### config.mk
export PLATFORM = sky130hd
export DESIGN_NAME = vga_pattern_gen
export DESIGN_NICKNAME = d
export VERILOG_FILES = /design/src/rtl/vga_pattern_gen.sv
export SDC_FILE = /design/constraint.sdc
export NUM_CORES = 1
export LEC_CHECK = 0
export ABC_AREA = 1
export BUFFER_PORTS_ARGS = -buffer_cell sky130_fd_sc_hd__buf_4
export CORE_ASPECT_RATIO = 0.6
export CORE_MARGIN = 3
export CORE_UTILIZATION = 50
export CTS_CLUSTER_SIZE = 28
export DETAILED_ROUTE_END_ITERATION = 7
export PLACE_DENSITY = 0.78
export SLEW_MARGIN = 5
export SYNTH_ARGS = -nofsm -noshare
export SYNTH_HDL_FRONTEND = slang
export SYNTH_SLANG_ARGS = --single-unit
### constraint.sdc
create_clock -name clk -period 5.3 [get_ports clk]
set_input_delay 0.265 -clock clk [delete_from_list [all_inputs] [get_ports clk]]
set_output_delay 0.265 -clock clk [all_outputs]
set_load 0.05 [all_outputs]
### src/rtl/vga_pattern_gen.sv
//------------------------------------------------------------------------------
// Module      : vga_pattern_gen
// Description : Self-timed VGA test-pattern source. Internal h/v timing from
//               porch/sync parameters, four run-time patterns (XOR/sum, colour
//               bars, checkerboard, grey ramp) at CW bits per channel, outputs
//               registered with one clock of latency and mutually aligned.
//               Optional feature macro: VGA_PATTERN_SCROLL_EN (adds an 8-bit
//               frame counter that scrolls modes 0 and 2 one pixel per frame).
// Revision    : 1.0 - initial release
//------------------------------------------------------------------------------
`default_nettype none

module vga_pattern_gen #(
    parameter int H_ACTIVE = 640,
    parameter int H_FP     = 16,
    parameter int H_SYNC   = 96,
    parameter int H_BP     = 48,
    parameter int V_ACTIVE = 480,
    parameter int V_FP     = 10,
    parameter int V_SYNC   = 2,
    parameter int V_BP     = 33,
    parameter int CW       = 8
) (
    input  logic            clk,
    input  logic            rst,
    input  logic [1:0]      mode,
    output logic            blank_n,
    output logic            hs,
    output logic            vs,
    output logic            sync_n,
    output logic [3*CW-1:0] rgb,
    output logic            frame_start
);

    localparam int H_TOTAL = H_ACTIVE + H_FP + H_SYNC + H_BP;
    localparam int V_TOTAL = V_ACTIVE + V_FP + V_SYNC + V_BP;
    localparam int HW      = $clog2(H_TOTAL);
    localparam int VW      = $clog2(V_TOTAL);
    // Working width for pixel arithmetic: wide enough for x+fc and bit 5
    localparam int XW      = ((HW > VW) ? HW : VW) + 9;
    localparam int BAR_W   = (H_ACTIVE / 8 > 0) ? (H_ACTIVE / 8) : 1;

    localparam logic [HW-1:0] C_H_LAST     = HW'(H_TOTAL - 1);
    localparam logic [HW-1:0] C_H_ACT      = HW'(H_ACTIVE);
    localparam logic [HW-1:0] C_HS_START   = HW'(H_ACTIVE + H_FP);
    localparam logic [HW-1:0] C_HS_END     = HW'(H_ACTIVE + H_FP + H_SYNC);
    localparam logic [HW-1:0] C_BAR_W      = HW'(BAR_W);
    localparam logic [HW-1:0] C_BAR_MAX    = HW'(7);
    localparam logic [VW-1:0] C_V_LAST     = VW'(V_TOTAL - 1);
    localparam logic [VW-1:0] C_V_ACT      = VW'(V_ACTIVE);
    localparam logic [VW-1:0] C_VS_START   = VW'(V_ACTIVE + V_FP);
    localparam logic [VW-1:0] C_VS_END     = VW'(V_ACTIVE + V_FP + V_SYNC);

    logic [HW-1:0]   h_q, h_d;
    logic [VW-1:0]   v_q, v_d;
    logic [1:0]      mode_q, mode_d;
    logic            blank_n_q, blank_n_d;
    logic            hs_q, hs_d;
    logic            vs_q, vs_d;
    logic            frame_start_q, frame_start_d;
    logic [3*CW-1:0] rgb_q, rgb_d;

    logic            w_frame_top;
    logic            w_active;
    logic [XW-1:0]   w_x;
    logic [XW-1:0]   w_y;
    logic [HW-1:0]   w_bar_full;
    logic [2:0]      w_bar;
    logic [2:0]      w_bar_rgb;
    logic [CW-1:0]   w_r, w_g, w_b;

`ifdef VGA_PATTERN_SCROLL_EN
    logic [7:0]      fc_q, fc_d;

    // Frame counter advances on the vertical wrap
    always_comb begin
        fc_d = fc_q;
        if (h_q == C_H_LAST && v_q == C_V_LAST) begin
            fc_d = fc_q + 8'd1;
        end
    end

    // Frame counter register
    always_ff @(posedge clk or negedge rst) begin
        if (!rst) fc_q <= '0;
        else      fc_q <= fc_d;
    end

    assign w_x = XW'(h_q) + XW'(fc_q);
`else
    assign w_x = XW'(h_q);
`endif
    assign w_y = XW'(v_q);

    // Raster counters and frame-aligned mode selection
    always_comb begin
        h_d = h_q + 1'b1;
        v_d = v_q;
        if (h_q == C_H_LAST) begin
            h_d = '0;
            v_d = (v_q == C_V_LAST) ? '0 : v_q + 1'b1;
        end
        w_frame_top = (h_q == '0) && (v_q == '0);
        // The pixel at (0,0) already uses the newly sampled mode
        mode_d      = w_frame_top ? mode : mode_q;
    end

    // Pattern generation and timing outputs for the current (h,v)
    always_comb begin
        w_active   = (h_q < C_H_ACT) && (v_q < C_V_ACT);
        w_bar_full = h_q / C_BAR_W;
        w_bar      = (w_bar_full > C_BAR_MAX) ? 3'd7 : w_bar_full[2:0];
        case (w_bar)
            3'd0:    w_bar_rgb = 3'b111;   // white
            3'd1:    w_bar_rgb = 3'b110;   // yellow
            3'd2:    w_bar_rgb = 3'b011;   // cyan
            3'd3:    w_bar_rgb = 3'b010;   // green
            3'd4:    w_bar_rgb = 3'b101;   // magenta
            3'd5:    w_bar_rgb = 3'b100;   // red
            3'd6:    w_bar_rgb = 3'b001;   // blue
            default: w_bar_rgb = 3'b000;   // black
        endcase

        w_r = '0;
        w_g = '0;
        w_b = '0;
        case (mode_d)
            2'd0: begin
                w_r = CW'(w_x ^ w_y);
                w_g = CW'(w_x + w_y);
            end
            2'd1: begin
                w_r = {CW{w_bar_rgb[2]}};
                w_g = {CW{w_bar_rgb[1]}};
                w_b = {CW{w_bar_rgb[0]}};
            end
            2'd2: begin
                w_r = {CW{w_x[5] ^ w_y[5]}};
                w_g = w_r;
                w_b = w_r;
            end
            default: begin
                w_r = CW'(v_q);
                w_g = w_r;
                w_b = w_r;
            end
        endcase

        rgb_d         = w_active ? {w_r, w_g, w_b} : '0;
        blank_n_d     = w_active;
        hs_d          = !((h_q >= C_HS_START) && (h_q < C_HS_END));
        vs_d          = !((v_q >= C_VS_START) && (v_q < C_VS_END));
        frame_start_d = w_frame_top;
    end

    // State and output registers, asynchronously cleared
    always_ff @(posedge clk or negedge rst) begin
        if (!rst) begin
            h_q           <= '0;
            v_q           <= '0;
            mode_q        <= '0;
            blank_n_q     <= 1'b0;
            hs_q          <= 1'b1;
            vs_q          <= 1'b1;
            frame_start_q <= 1'b0;
            rgb_q         <= '0;
        end else begin
            h_q           <= h_d;
            v_q           <= v_d;
            mode_q        <= mode_d;
            blank_n_q     <= blank_n_d;
            hs_q          <= hs_d;
            vs_q          <= vs_d;
            frame_start_q <= frame_start_d;
            rgb_q         <= rgb_d;
        end
    end

    assign blank_n     = blank_n_q;
    assign hs          = hs_q;
    assign vs          = vs_q;
    assign sync_n      = 1'b0;   // sync-on-green not used
    assign rgb         = rgb_q;
    assign frame_start = frame_start_q;

endmodule

`default_nettype wire

==> flow_summary.json, run 1 <==
{
  "status": "finished, final reports clean",
  "synth_most_common_cell": "nand2_1",
  "path_clk_slew_ps": 100,
  "cap_violations": 0,
  "criticalPathCategory": "reg2reg",
  "avgViaCountPerCell": 5.27,
  "utilization_pct": 59.8,
  "crit_required_ps": 5540,
  "drtIter0Drc": 251,
  "antenna_found_initial": 0,
  "relSlewSlack_pct": 49.7,
  "rsz0062_at_grt": "no",
  "grt_max_degree": 51,
  "synthMuxAreaShare_pct": 0,
  "fin_nets": 455,
  "clockRootBuffer": "clkbuf_8",
  "cts-resized-gates": 0,
  "r2r_setup_slack_ps": 2930,
  "finalHoldViolations": 0,
  "synth_top_family_by_area": "simple AND/OR/NAND/NOR gates",
  "hold_path.class": "in2reg",
  "cts_tree": "done",
  "place_congestion": 1.00,
  "rows": 21,
  "p_per_area_mw_per_mm2": 222,
  "ys_seq_elements": 50,
  "synth_ff_type": "dfrtp_1",
  "synthTopCellsByCount": "nand2_1, inv_1, dfrtp_1",
  "synth_edf_count": 0,
  "wl_per_cell_microns": 14.1,
  "synth_top_area_cell": "dfrtp_1",
  "max_slew.worst_pin.slew_ps": 750,
  "hold_depth": 3,
  "ys_types": 39,
  "r2r-end": "v_q[6]",
  "firstDrtPassIters": 5,
  "grt_pass1_vias": 2559,
  "drive_gt1_share_pct": 14.6,
  "clock_skew_ps": 13.1,
  "grt_first_pass_wirelength_mm": 12.4,
  "leakagePower_nw": 1.88,
  "drt-total-wl_mm": 7.31,
  "setup_violations": 0,
  "num-fill-cells": 524,
  "worstHoldEndpoint": "mode_q[0]",
  "synth_top_area_share_pct": 39.2,
  "die_w_microns": 107,
  "yosys.area_share.simple_pct": 33.3,
  "die_h_microns": 66.7,
  "antenna_left": 0,
  "cts_buffers": 5,
  "cts_sinks": 50,
  "drv_slew": 0,
  "cts.htree.levels": 2,
  "cp-start-kind": "flop",
  "io_pins": 33,
  "syn_nets": 421,
  "path_max_fanout": 4,
  "ys_seq_area_share_pct": 40.9,
  "synthArstFlopShare_pct": 100,
  "holdCritStartpoint": "mode[0]",
  "clock_latency_ps": 310,
  "clockBufferDepth": 2,
  "synthesis.area_sq_mm": 0.00307,
  "start_util_pct": 53.3,
  "multi_input_area_sq_mm": 0.00146,
  "core_area_sq_mm": 0.00575,
  "period_minus_slack_ps": 2370,
  "die-area_sq_mm": 0.00714,
  "dr_total_vias": 2736,
  "track_usage_pct": 22.3,
  "crit_path_end_kind": "flop",
  "cp.arrival_ps": 2600,
  "gr-total-overflow": 0,
  "worst_r2r_path_depth": 11,
  "ir_drop_mv": 0.129,
  "synth_compound_area_share_pct": 7.22,
  "synth-xor-area-share_pct": 1.71,
  "synth_warnings": 0,
  "diodes": 0,
  "max_freq_mhz": 422,
  "netlist_instances": 405,
  "totalNegativeSetupSlack_ps": 0,
  "remaining_drc_errors": 0,
  "portBuffers": 31,
  "r2r-start": "h_q[1]",
  "synthAdderAreaFrac_pct": 5.14,
  "synth_area_leaders": "dfrtp_1, nand2_1, inv_1, nand3_1, ha_1",
  "avgSynthCellArea_sq_um": 7.57,
  "seq_area_sq_mm": 0.00125,
  "syn_to_final_growth_pct": 12.2,
  "fin_crit_sh_pct": 44.7,
  "hpwlAfterDp_mm": 5.74
}
-- state kept, by name (all words and copies together), names as in the netlist --
name         cells
hs               1
mode_q           2
blank_n          1
frame_start      1
h_q             10
vs               1
rgb             24
v_q             10
-- where the power goes --
group	leakage, nW	internal [W]	switching (W)
clock	0.0362	0.0000904	0.000131
sequential	0.606	0.000398	0.00000508
combinational	1.24	0.0000354	0.000102
-- cell type report --
class                   instances  area share [%]
well taps                      80            2.91
flip-flops and latches         50            36.4
multi-input cells             269            42.3
clock buffers                   5            2.00
repair buffers                 32            7.05
clock inverters                 2           0.436
inverters                      81            8.84
-- logic make-up (layout without fill, tap and decap cells) --
| group | Yosys count | after routing |
|---|---|---|
| AND/OR/NAND/NOR | 211 | 211 |
| other | 1 | 1 |
| flip-flops | 50 | 50 |
| adder cells (fa/ha/maj) | 12 | 12 |
| XOR/XNOR | 6 | 6 |
| buffers and inverters | 86 | 120 |
| AO/OA/AOI/OAI | 39 | 39 |
-- cells in the final DEF (no fill, tap or decap), drive strengths merged, types with 2 or more instances in the layout --
cell type,instances
a21oi,26
buf,31
clkbuf,5
clkinvlp,2
dfrtp,48
dfstp,2
ha,11
inv,81
nand2,111
nand3,40
nand4,12
nor2,32
nor3,10
nor3b,2
o21ai,5
or2,3
xor2,5
-- critical path, stage by stage, from the launching register on --
cell     delay [ps]
dfrtp_1         450
ha_1            220
nand3_1         150
inv_1           130
nand2_1         100
inv_1            70
nand4_1         220
inv_1           210
nand2_1         130
nor3_1          370
nand2_1         110
a21oi_1         140
-- through the flow --
| stage | cells | hold WS (ps) | total power [W] | cell area (sq um) | worst slack (ps) |
|---|---|---|---|---|---|
| 5_1_grt | 519 | 310 | 0.000797 | 3440 | 2760 |
| 3_3_place_gp | 511 | 318 | 0.000546 | 3350 | 3080 |
| 3_5_place_dp | 511 | 331 | 0.000548 | 3350 | 3030 |
| 6_report | 519 | 316 | 0.000762 | 3440 | 2930 |
| 4_1_cts | 519 | 310 | 0.000767 | 3440 | 3010 |
| 2_1_floorplan | 405 | -30.6 | 0.000505 | 3070 | 3430 |
-- how the worst max path moves through the flow --
stage	start	end
floorplan	v_q[1]	rgb[20]
global placement	h_q[1]	v_q[6]
detailed placement	h_q[1]	v_q[6]
CTS	h_q[1]	v_q[6]
global route	h_q[1]	v_q[6]
finish	h_q[1]	v_q[6]
-- timing repair --
action                                 in CTS  in global routing
hold buffers                                1                  0
endpoints found under the hold margin      19                  0
setup buffers                               0                  0
-- metal layers --
layer / up-vias / track usage [%] / wire [microns]
li1: 1346 / - / -
met1: 1268 / 35.2 / 3750
met2: 114 / 31.4 / 2940
met3: 8 / 3.97 / 564
met4: 0 / 4.31 / 55
met5: - / 0 / 0
Power figures use the tool's default switching activity.
==> inputs of run 2 (changes only) <==
clock period = 2.4 ns   (was 5.3 ns; I/O delays follow)
==> run 2 against run 1 <==
Effect of this change:
- final cell count up 1.3%
- first-iteration DRC count rose by 17%
- sequential share of layout area shrank 0.87 points
- largest cell class unchanged
- largest power group unchanged
- highest routed layer unchanged
==> flow_summary.json, run 2 (synthesis gave the netlist of run 1 again) <==
{
  "status": "finished, final reports clean",
  "core_area_sq_mm": 0.00575,
  "drt-total-wl_mm": 7.33,
  "antenna_found_initial": 0,
  "crit_required_ps": 2640,
  "diodes": 0,
  "crit_slowest_cell": "dfrtp_1",
  "cts.htree.levels": 2,
  "use_met2_pct": 30.5,
  "crit_path_cell_trace": "inv_1, ha_1, nand3_1, nor2_1, nand3_1, nand2_1, nand2_1, nor2_4, buf_4, nand2_1, nand2_1, inv_1, a21oi_1",
  "avgViaCountPerCell": 5.26,
  "cp-start-kind": "flop",
  "gr-total-overflow": 0,
  "place_area_sq_mm": 0.00337,
  "portBuffers": 31,
  "wl_per_cell_microns": 13.9,
  "critPathBufInv": 3,
  "cts_tree": "done",
  "die-area_sq_mm": 0.00714,
  "utilization_pct": 61.3,
  "p_per_area_mw_per_mm2": 489,
  "drtIter0Drc": 294,
  "place_congestion": 1.00,
  "drive_gt1_share_pct": 16.1,
  "mostFrequentLayoutCell": "nand2_1",
  "hold_path.class": "in2reg",
  "period_minus_slack_ps": 2190,
  "cts_sinks": 50,
  "layout_common_cells": "nand2_1, inv_1, dfrtp_1",
  "cap_violations": 0,
  "path_max_fanout": 6,
  "num-fill-cells": 476,
  "fin_area_sq_mm": 0.00352,
  "relSlewSlack_pct": 54.4,
  "setup_violations": 0,
  "largest_reg_flops": 24,
  "start_util_pct": 53.3,
  "die_w_microns": 107,
  "path_clk_slew_ps": 100,
  "fin_ws_ps": 214,
  "critical_path.top_delay_family": "simple AND/OR/NAND/NOR gates",
  "finalHoldViolations": 0,
  "leakagePower_nw": 1.93,
  "grt_max_degree": 51,
  "critPathMostFrequentCell": "nand2_1",
  "cts_buffers": 5,
  "grt_pass1_vias": 2447,
  "criticalPathCategory": "reg2reg",
  "io_pins": 33,
  "firstDrtPassIters": 5,
  "slowest_delay_ps": 440,
  "hpwlAfterDp_mm": 5.63,
  "clockRootBuffer": "clkbuf_8",
  "clock_skew_ps": 10.0,
  "ir_drop_mv": 0.252,
  "crit_path_end_kind": "flop",
  "max_slew.worst_pin.slew_ps": 680,
  "busiest_layer": "met1",
  "grt_first_pass_wirelength_mm": 12.0,
  "fin_crit_sh_pct": 91.1,
  "dr_total_vias": 2765,
  "drv_slew": 0,
  "cp.arrival_ps": 2420,
  "remaining_drc_errors": 0,
  "syn_to_final_growth_pct": 14.9,
  "rows": 21,
  "track_usage_pct": 21.7,
  "clock_latency_ps": 310,
  "grt_util_met3_pct": 4.55,
  "max_freq_mhz": 457,
  "antenna_left": 0,
  "pre_cts_slack_ps": 154,
  "die_h_microns": 66.7,
  "fin_nets": 461,
  "clockBufferDepth": 2,
  "totalNegativeSetupSlack_ps": 0,
  "rsz0062_at_grt": "no",
  "use_met1_pct": 33.9
}
[run 2: repair_timing]
| action | in CTS | in global routing |
|---|---|---|
| hold buffers | 1 | 0 |
| setup endpoints to repair | 0 | 8 |
| hold endpoints to repair | 48 | 0 |
| buffers inserted | 0 | 3 |
| gates resized for setup | 0 | 1 |
[run 2: metal layers]
metal	share of wire (%)	wire length, microns	up-vias
met1	48	3540	1247
li1	-	-	1361
met4	0.98	72	0
met5	0	0	-
met2	39	2890	146
met3	11	835	11
[run 2: power by group]
part           switching (W)  internal [W]  total (W)  leakage, nW
sequential         0.0000111      0.000878   0.000889        0.606
combinational       0.000229     0.0000864   0.000315         1.28
clock               0.000287      0.000232   0.000519       0.0472
[run 2: final timing paths]
path                       startpoint   endpoint  slack (ps)  cells past startpoint
max                            v_q[0]    rgb[22]         210                     13
min in group asynchronous         rst     h_q[6]         360                      2
max in group asynchronous         rst     v_q[0]        1610                      2
min reg2reg                    h_q[0]     h_q[0]         490                      1
min                           mode[0]  mode_q[0]         170                      3
max reg2reg                    v_q[0]    rgb[22]         210                     13
[run 2: area by class of cell]
cell class	count	area (sq um)	area share, %
clock buffers	6	82.6	2.34
well taps	80	100	2.84
clock inverters	2	12.5	0.355
multi-input cells	269	1460	41.4
flip-flops and latches	50	1250	35.6
repair buffers	38	313	8.87
inverters	81	304	8.63
[run 2: worst reg2reg max path, stage by stage (launching register included)]
cell and delay (ps):
dfrtp_1 440, inv_1 130, ha_1 230, nand3_1 90, nor2_1 250, nand3_1 170
nand2_1 100, nand2_1 120, nor2_4 190, buf_4 140, nand2_1 40, nand2_1 80
inv_1 40, a21oi_1 110
[run 2: through the flow]
step | instances | hold slack, ps | total power (W)
2_1_floorplan | 405 | -176 | 0.00112
3_3_place_gp | 514 | 176 | 0.00121
3_5_place_dp | 514 | 182 | 0.00121
4_1_cts | 523 | 167 | 0.00173
5_1_grt | 526 | 178 | 0.00181
6_report | 526 | 173 | 0.00172
